<file path="src/rtl/sub32_seq.sv">
// rtl/sub32_seq.sv - 32-bit sequential subtractor processing SLICE_W bits per cycle
module sub32_seq #(
    parameter int SLICE_W = 8
) (
    input  logic        clk,
    input  logic        rst,
    input  logic        start,
    input  logic [31:0] a,
    input  logic [31:0] b,
    output logic [31:0] diff,
    output logic        borrow,
    output logic        ovf,
    output logic        zero,
    output logic        busy,
    output logic        done
);

    localparam int NSL   = 32 / SLICE_W;
    localparam int CNT_W = (NSL > 1) ? $clog2(NSL) : 1;
    localparam logic [CNT_W-1:0] K_LAST = CNT_W'(NSL - 1);

    typedef enum logic [1:0] {
        IDLE = 2'd0,
        RUN  = 2'd1,
        DONE = 2'd2
    } state_t;

    state_t state;
    state_t state_nxt;

    // Operands are kept as right-shifting registers so the active slice is
    // always in the low bits; only the sign bits are kept separately for ovf.
    logic [31:0]        a_sh;
    logic [31:0]        nb_sh;
    logic               a_msb;
    logic               b_msb;
    logic [31:0]        res_q;
    logic               carry_q;
    logic [CNT_W-1:0]   k_q;

    logic [SLICE_W:0]   slice_sum;
    logic [31:0]        res_nxt;
    logic               last_slice;

    // Slice adder: a_k + ~b_k + carry, result shifted in from the top
    always_comb begin
        slice_sum  = {1'b0, a_sh[SLICE_W-1:0]}
                   + {1'b0, nb_sh[SLICE_W-1:0]}
                   + {{SLICE_W{1'b0}}, carry_q};
        res_nxt    = (res_q >> SLICE_W)
                   | (32'(slice_sum[SLICE_W-1:0]) << (32 - SLICE_W));
        last_slice = (k_q == K_LAST);
    end

    // State register
    always_ff @(posedge clk) begin
        if (rst) begin
            state <= IDLE;
        end else begin
            state <= state_nxt;
        end
    end

    // Next-state logic
    always_comb begin
        state_nxt = state;
        case (state)
            IDLE:    if (start) state_nxt = RUN;
            RUN:     if (last_slice) state_nxt = DONE;
            DONE:    state_nxt = IDLE;
            default: state_nxt = IDLE;
        endcase
    end

    // Status outputs decoded from the state register
    always_comb begin
        busy = (state == RUN);
        done = (state == DONE);
    end

    // Operand capture, slice processing and result/flag load on DONE entry
    always_ff @(posedge clk) begin
        if (rst) begin
            a_sh    <= '0;
            nb_sh   <= '0;
            a_msb   <= 1'b0;
            b_msb   <= 1'b0;
            res_q   <= '0;
            carry_q <= 1'b0;
            k_q     <= '0;
            diff    <= '0;
            borrow  <= 1'b0;
            ovf     <= 1'b0;
            zero    <= 1'b0;
        end else begin
            case (state)
                IDLE: begin
                    if (start) begin
                        a_sh    <= a;
                        nb_sh   <= ~b;
                        a_msb   <= a[31];
                        b_msb   <= b[31];
                        res_q   <= '0;
                        carry_q <= 1'b1;
                        k_q     <= '0;
                    end
                end
                RUN: begin
                    a_sh    <= a_sh >> SLICE_W;
                    nb_sh   <= nb_sh >> SLICE_W;
                    res_q   <= res_nxt;
                    carry_q <= slice_sum[SLICE_W];
                    k_q     <= k_q + CNT_W'(1);
                    if (last_slice) begin
                        diff   <= res_nxt;
                        borrow <= ~slice_sum[SLICE_W];
                        ovf    <= (a_msb != b_msb) && (res_nxt[31] != a_msb);
                        zero   <= ~|res_nxt;
                    end
                end
                default: begin
                end
            endcase
        end
    end

endmodule

</file>
<file path="config.mk">
export PLATFORM = sky130hd
export DESIGN_NAME = sub32_seq
export DESIGN_NICKNAME = d
export VERILOG_FILES = /design/src/rtl/sub32_seq.sv
export SDC_FILE = /design/constraint.sdc
export NUM_CORES = 1
export LEC_CHECK = 0
export BUFFER_PORTS_ARGS = -buffer_cell sky130_fd_sc_hd__buf_4
export CAP_MARGIN = 25
export CORE_MARGIN = 4
export CORE_UTILIZATION = 55
export CTS_CLUSTER_SIZE = 25
export DETAILED_ROUTE_END_ITERATION = 16
export PLACE_DENSITY = 0.82
export SYNTH_ARGS = -nofsm -noshare
export SYNTH_HDL_FRONTEND = slang
export SYNTH_SLANG_ARGS = --single-unit
</file>
<file path="constraint.sdc">
create_clock -name clk -period 2.6 [get_ports clk]
set_input_delay 0.13 -clock clk [delete_from_list [all_inputs] [get_ports clk]]
set_output_delay 0.13 -clock clk [all_outputs]
set_load 0.02 [all_outputs]
</file>
==> impl_metrics.env, run 1 <==
export IMPL_run_status="complete, no violations"
export IMPL_synth_enable_flop_cells=0
export IMPL_clkSinkCount=130
export IMPL_max_clock_path_buffers=2
export IMPL_worst_hold_path_type="input port to register"
export IMPL_synthArstFlopShare_pct=0
export IMPL_count_of_synthesis_stage_warnings_from_yosys=0
export IMPL_worstMarginPinSlew_ns=0.677
export IMPL_io_buffers=103
export IMPL_p_leak_nw=2.91
export IMPL_place_hpwl_um=9380
export IMPL_grt_antenna_before_repair=1
export IMPL_groute_usage_overall_pct=29.2
export IMPL_drcViolationCount=0
export IMPL_grt_pass1_wl_um=26500
export IMPL_criticalPathCategory="register to register"
export IMPL_viasPerCell=5.66
export IMPL_r2r_slack_ns=0.11
export IMPL_floorplan_initialDensity_pct=57.3
export IMPL_grt_start_max_net_pins=84
export IMPL_critical_path_endpoint_type="register"
export IMPL_vias=5484
export IMPL_ir_drop_uv=597
export IMPL_final_hold_violation_count=0
export IMPL_synth_yosys_seq_area_share_pct=48.7
export IMPL_final_core_util_pct=79.3
export IMPL_count_of_placed_standard_cells_in_the_final_layout_fillers_left_out=969
export IMPL_synth_net_count=764
export IMPL_numPlacedInstances=873
export IMPL_floorplan_die_area_sq_um=11300
export IMPL_slew_limit_headroom_pct=54.9
export IMPL_postSynthRegisterBits=130
export IMPL_clock_insertion_delay_worst_skew_ns=0.52
export IMPL_dominantRegCellSynth="dfxtp_1"
export IMPL_routabilityCongestion=0.931
export IMPL_sum_neg_setup_slack_ns=0
export IMPL_cts_inserted_buffers=17
export IMPL_netlist_area_sq_um=5340
export IMPL_max_cap_violations=0
export IMPL_slowest_stage="fa_2"
export IMPL_clock_fmax_mhz=402
export IMPL_timing_critical_path_cells="inv_1 -> fa_2 -> fa_1 -> nor2b_2 -> o31a_1 -> o21ai_0 -> a21oi_1 -> nor4_2 -> a31o_2"
export IMPL_maximum_fanout_along_the_worst_path=3
export IMPL_power_per_cell_area_nw_per_um2=702
export IMPL_layout_min_cycle_time_ns=2.49
export IMPL_drt_first_pass_iters=6
export IMPL_postSynthAreaPerCell_sq_um=7.77
export IMPL_wl_um=16200
export IMPL_design_area_sq_um=7390
export IMPL_die_w_um=107
export IMPL_start_kind="register"
export IMPL_core_area_sq_um=9330
export IMPL_fin_skew_ns=0.00849
export IMPL_slowest_delay_ns=0.43
export IMPL_grt_pass1_vias=5424
export IMPL_finalSetupViolCount=0
export IMPL_avgRoutedWirePerCell_um=16.7
export IMPL_fp_dieH_um=107
export IMPL_fin_ws_ns=0.113
export IMPL_ant_nets=0
export IMPL_finalCritPeriodShare_pct=95.6
export IMPL_clk_pin_slew_ns=0.06
export IMPL_dpl_worst_slack_ns=0.133
export IMPL_overflow=0
export IMPL_drt_initial_drc_count=450
export IMPL_root_buffer="clkbuf_8"
export IMPL_std_cell_rows=35
export IMPL_tritoncts="built"
export IMPL_layout_nets=903
export IMPL_layout_area_overhead_vs_synth_pct=38.5
export IMPL_place_area_sq_um=6160
export IMPL_clock_tree_htree_level_count=4
export IMPL_io_pins=104
export IMPL_fin_max_slew_vios=0
export IMPL_timing_critical_path_required_ns=3.01
export IMPL_worst_ep_arrival_time_ns=2.90
export IMPL_drive_gt1_share_pct=18.2
export IMPL_syn_inst=687
export IMPL_yosys_cell_types_count=34
-- worst paths after layout --
| path | startpoint | endpoint | cells past startpoint |
|---|---|---|---|
| setup / recovery | a_sh[0] | zero | 9 |
| hold / removal | b[4] | nb_sh[4] | 4 |
| setup reg to reg | a_sh[0] | zero | 9 |
| hold reg to reg | diff[10] | diff[10] | 2 |
-- report_power, final --
| group | total (W) | internal, W | switching (W) |
|---|---|---|---|
| combinational | 0.000689 | 0.000304 | 0.000385 |
| clock | 0.00234 | 0.00144 | 0.000898 |
| sequential | 0.00217 | 0.00210 | 0.0000708 |
| total | 0.00519 | 0.00384 | 0.00135 |
-- what timing repair did --
item | CTS | global route
hold buffers | 63 | 0
setup endpoints to repair | 0 | 2
endpoints found under the hold margin | 65 | 0
buffers inserted | 0 | 0
resized for setup | 0 | 3
-- metal layers --
layer | vias up | track usage [%] | share of wire (%)
met5 | - | 0 | 0
met4 | 0 | 10.1 | 2.3
met3 | 38 | 8.38 | 6.4
met2 | 238 | 50.1 | 51
met1 | 2577 | 34.9 | 40
li1 | 2631 | - | -
-- worst max-delay path: cells and delay by family (launching register included) --
family / cells / cell delay, ns
adder cells (fa/ha/maj): 2 / 0.86
AO/OA/AOI/OAI: 4 / 0.85
flip-flops: 1 / 0.34
AND/OR/NAND/NOR: 2 / 0.27
buffers and inverters: 1 / 0.07
-- state kept, by name, summed over array words and instances (netlist names) --
signal,flops
borrow,1
nb_sh,32
res_q,24
a_sh,32
a_msb,1
ovf,1
zero,1
b_msb,1
state,2
carry_q,1
k_q,2
diff,32
-- area by class of cell --
type                       instances  area (sq um)
multi-input combinational        493          2520
sequential                       130          2600
timing repair buffer             176          1490
tap                              129           161
clock buffer                      20           455
fill                             597          1930
antenna                            1          2.50
inverter                           8          30.0
clock inverter                    12           131
-- synthesized netlist by cell type (all sizes together) (2+ instances only) --
cell    count  area share (%)
nand2     197              14
dfxtp     130              49
a21oi      91             8.5
nor2       60             4.2
clkbuf     48             3.4
nand3      35             3.3
a311oi     26             4.3
o211ai     24             3.4
a31oi      10             1.2
buf         8            0.56
ha          8             1.9
inv         8            0.56
nor4        4            0.47
nor2b       3            0.49
nor3        3            0.28
o21a        3            0.42
o21ai       3            0.28
xnor2       3            0.49
a211oi      2            0.28
and2        2            0.23
fa          2            0.75
nor3b       2            0.28
nor4b       2            0.33
o31a        2            0.33
or3         2            0.23
or4         2            0.28
-- stage by stage --
stage          total power, W  hold WS (ns)
2_1_floorplan         0.00258         0.214
3_3_place_gp          0.00276         0.384
3_5_place_dp          0.00278         0.388
4_1_cts               0.00518        0.0194
5_1_grt               0.00538        0.0310
6_report              0.00519        0.0339
-- cell usage in the layout (no fill, tap or decap), types with 2 or more instances in the layout --
master | Yosys | routed
o21a_1 | 3 | 3
a21oi_1 | 91 | 91
nor2_1 | 60 | 60
clkbuf_8 | 0 | 4
clkinv_2 | 0 | 3
bufinv_16 | 0 | 2
a211oi_1 | 2 | 2
buf_4 | 0 | 112
a311oi_1 | 26 | 26
or4_1 | 2 | 2
nor3b_1 | 2 | 2
o21ai_0 | 3 | 3
nor4_1 | 4 | 3
dlygate4sd3_1 | 0 | 63
nand3_1 | 35 | 35
clkbuf_16 | 0 | 16
ha_1 | 8 | 8
nand2_1 | 197 | 196
clkinv_4 | 0 | 2
nor3_1 | 3 | 3
o211ai_1 | 24 | 24
dfxtp_1 | 130 | 130
clkinvlp_4 | 0 | 4
o31a_1 | 2 | 2
a31oi_1 | 10 | 10
nor4b_1 | 2 | 2
xnor2_1 | 3 | 3
inv_1 | 8 | 8
or3_1 | 2 | 2
-- cells by family (layout without fill, tap and decap cells) --
group / after synthesis / count (layout) / share of synthesized area (%)
simple gates: 315 / 315 / 24.3
compound gates: 165 / 165 / 19.3
flops: 130 / 130 / 48.7
buf+inv: 64 / 216 / 4.50
fa+ha+maj: 10 / 10 / 2.62
xor+xnor: 3 / 3 / 0.492
other cells: 0 / 1 / 0
No activity file was read; power rests on OpenSTA's default activity.
==> inputs of run 2 (changes only) <==
--- a/config.mk
+++ b/config.mk
@@ -5,13 +5,14 @@
 export SDC_FILE = /design/constraint.sdc
 export NUM_CORES = 1
 export LEC_CHECK = 0
+export ABC_AREA = 1
 export BUFFER_PORTS_ARGS = -buffer_cell sky130_fd_sc_hd__buf_4
 export CAP_MARGIN = 25
 export CORE_MARGIN = 4
 export CORE_UTILIZATION = 55
 export CTS_CLUSTER_SIZE = 25
 export DETAILED_ROUTE_END_ITERATION = 16
-export PLACE_DENSITY = 0.82
+export PLACE_DENSITY = 0.81
 export SYNTH_ARGS = -nofsm -noshare
 export SYNTH_HDL_FRONTEND = slang
 export SYNTH_SLANG_ARGS = --single-unit
==> impl_metrics.env, run 2 <==
export IMPL_run_status="complete, no violations"
export IMPL_grt_start_max_net_pins=75
export IMPL_wl_um=15700
export IMPL_worst_r2r_cell_count=12
export IMPL_netlist_area_sq_um=5490
export IMPL_grt_pass1_wl_um=25500
export IMPL_tritoncts="built"
export IMPL_drt_first_pass_iters=6
export IMPL_routabilityCongestion=0.868
export IMPL_clock_tree_htree_level_count=4
export IMPL_io_pins=104
export IMPL_slew_limit_headroom_pct=59.4
export IMPL_synth_top_area_share_pct=47.4
export IMPL_fp_dieH_um=108
export IMPL_sum_neg_setup_slack_ns=0
export IMPL_die_w_um=108
export IMPL_final_core_util_pct=75.7
export IMPL_ctsResizeCount=0
export IMPL_cts_inserted_buffers=17
export IMPL_hold_depth=4
export IMPL_core_area_sq_um=9730
export IMPL_synth_enable_flop_cells=0
export IMPL_worst_ep_arrival_time_ns=2.70
export IMPL_fin_skew_ns=0.0113
export IMPL_floorplan_die_area_sq_um=11600
export IMPL_power_share_combinational_pct=14.0
export IMPL_slowest_stage="fa_1"
export IMPL_grt_antenna_before_repair=0
export IMPL_floorplan_initialDensity_pct=56.4
export IMPL_drt_initial_drc_count=408
export IMPL_worstMarginPinSlew_ns=0.609
export IMPL_clock_fmax_mhz=444
export IMPL_vias=5536
export IMPL_finalSetupViolCount=0
export IMPL_std_cell_rows=36
export IMPL_seq_power_share_pct=41.0
export IMPL_avgRoutedWirePerCell_um=15.5
export IMPL_finalCritPeriodShare_pct=86.6
export IMPL_critPathBufInv=1
export IMPL_switching_share_pct=26.6
export IMPL_syn_inst=730
export IMPL_count_of_synthesis_stage_warnings_from_yosys=0
export IMPL_synth_net_count=807
export IMPL_synth_yosys_seq_area_share_pct=47.4
export IMPL_critical_path_endpoint_type="register"
export IMPL_start_kind="register"
export IMPL_grt_setup_unrepaired="no"
export IMPL_internal_power_w=0.00392
export IMPL_root_buffer="clkbuf_8"
export IMPL_postSynthRegisterBits=130
export IMPL_synthMostInstantiatedCell="nand2_1"
export IMPL_postSynthAreaPerCell_sq_um=7.52
export IMPL_final_common_cell="nand2_1"
export IMPL_layout_nets=943
export IMPL_reg2reg_from="a_sh[0]"
export IMPL_groute_usage_overall_pct=27.5
export IMPL_drive_gt1_share_pct=18.5
export IMPL_worstReg2RegEnd="zero"
export IMPL_antenna_cells=0
export IMPL_holdWs_ns=0.0133
export IMPL_layout_cells_most_common_list="nand2_1, dfxtp_1, buf_4"
export IMPL_maximum_fanout_along_the_worst_path=2
export IMPL_overflow=0
export IMPL_clock_insertion_delay_worst_skew_ns=0.52
export IMPL_max_cap_violations=0
export IMPL_synth_top_area_cell="dfxtp_1"
export IMPL_yosys_cell_types_count=25
export IMPL_power_per_cell_area_nw_per_um2=726
export IMPL_ant_nets=0
export IMPL_worst_hold_path_type="input port to register"
export IMPL_reg_largest_list="a_sh x32, diff x32, nb_sh x32"
export IMPL_clock_power_share_pct=45.0
export IMPL_fin_max_slew_vios=0
export IMPL_criticalPathCategory="register to register"
export IMPL_post_cts_setup_buffer_count=0
export IMPL_layout_area_overhead_vs_synth_pct=34.1
export IMPL_synthArstFlopShare_pct=0
export IMPL_slowest_delay_ns=0.46
export IMPL_viasPerCell=5.47
export IMPL_timing_critical_path_cells="inv_1 -> fa_1 -> fa_1 -> nand2_1 -> nand2_1 -> nor2_1 -> nand3_1 -> nor2_1 -> nand2_1 -> nor2_1 -> nand2_1 -> a21oi_1"
export IMPL_layout_min_cycle_time_ns=2.25
export IMPL_grt_pass1_vias=5431
export IMPL_dominantRegCellSynth="dfxtp_1"
export IMPL_worstHoldStart="b[21]"
export IMPL_worst_path_dominant_cell_family="adder cells"
export IMPL_place_hpwl_um=9180
export IMPL_drcViolationCount=0
export IMPL_clkSinkCount=130
export IMPL_worst_path_most_repeated_cell="nand2_1"
export IMPL_synth_top_cells_by_area="dfxtp_1, nand2_1, a21oi_1"
export IMPL_p_leak_nw=3.19
export IMPL_timing_critical_path_required_ns=3.05
export IMPL_r2r_slack_ns=0.35
export IMPL_io_buffers=103
export IMPL_power_switching_w=0.00142
export IMPL_synth_commonest_cells="nand2_1, dfxtp_1, nor2_1, a21oi_1, inv_1"
export IMPL_max_clock_path_buffers=2
export IMPL_hold_path_endpoint="nb_sh[21]"
export IMPL_clk_pin_slew_ns=0.06
export IMPL_final_hold_violation_count=0
export IMPL_ir_drop_uv=528
[run 2: cell count changes after synthesis, moves of 12 or more]
cell / before / now
a211oi_1: 2 / 26
nor2_1: 60 / 74
a21oi_1: 91 / 59
o21ai_1: 0 / 25
buf_2: 0 / 12
a31oi_1: 10 / 24
a311oi_1: 26 / 0
clkbuf_1: 48 / 21
inv_1: 8 / 38
o21ai_0: 3 / 27
o211ai_1: 24 / 0
[run 2: power by group through the flow]
stage               combinational [W]  sequential (W)  clock [W]
floorplan                    0.000490         0.00220          0
global placement             0.000630         0.00222          0
detailed placement           0.000648         0.00222          0
CTS                          0.000724         0.00218    0.00241
global route                 0.000822         0.00220    0.00253
finish                       0.000748         0.00219    0.00241
[run 2: per-layer routing]
metal  vias to the layer above  track usage, %  share of wire, %  wire, um
li1                       2667               -                 -         -
met5                         -               0                 0         0
met2                       267            46.2                49      7680
met4                         0            10.1               2.3       365
met3                        42            7.26               7.9      1240
met1                      2560            33.8                41      6410
[run 2: timing repair]
action | in CTS | in global routing
hold buffers | 52 | 0
endpoints found under the setup margin | 0 | 0
hold endpoints to repair | 62 | 0
[run 2: cells by family (layout without fill, tap and decap cells)]
logic type | after synthesis | count (layout) | share of synthesized area, %
compound gates | 167 | 167 | 17.2
fa+ha+maj | 10 | 10 | 2.55
buf+inv | 89 | 238 | 8.14
flops | 130 | 130 | 47.4
simple gates | 334 | 334 | 24.6
[run 2: worst register-to-register path: stages, from the launching register on]
cell	delay [ns]
dfxtp_1	0.33
inv_1	0.06
fa_1	0.46
fa_1	0.39
nand2_1	0.08
nand2_1	0.09
nor2_1	0.17
nand3_1	0.13
nor2_1	0.13
nand2_1	0.07
nor2_1	0.11
nand2_1	0.06
a21oi_1	0.11
[run 2: worst max path at each step]
| stage | to | depth (start not counted) | slack [ns] | startpoint |
|---|---|---|---|---|
| 3_3_place_gp | zero | 14 | 0.54 | a_sh[0] |
| 6_report | zero | 12 | 0.35 | a_sh[0] |
| 5_1_grt | zero | 14 | 0.20 | a_sh[0] |
| 2_1_floorplan | zero | 14 | 0.65 | a_sh[0] |
| 3_5_place_dp | zero | 14 | 0.45 | a_sh[0] |
| 4_1_cts | zero | 11 | 0.42 | a_sh[0] |
[run 2: per-stage QoR]
step | instances | setup WS (ns) | total power [W] | instance area, sq um
finish | 1012 | 0.349 | 0.00535 | 7360
CTS | 1012 | 0.423 | 0.00532 | 7360
global route | 1012 | 0.203 | 0.00555 | 7360
floorplan | 730 | 0.650 | 0.00269 | 5490
detailed placement | 928 | 0.455 | 0.00287 | 6230
global placement | 928 | 0.537 | 0.00285 | 6230
[run 2: cell type report]
class,instances,area (sq um)
flip-flops and latches,130,2600
multi-input cells,511,2440
fillers,689,2370
repair buffers,165,1390
clock buffers,18,428
clock inverters,14,178
well taps,133,166
inverters,41,154
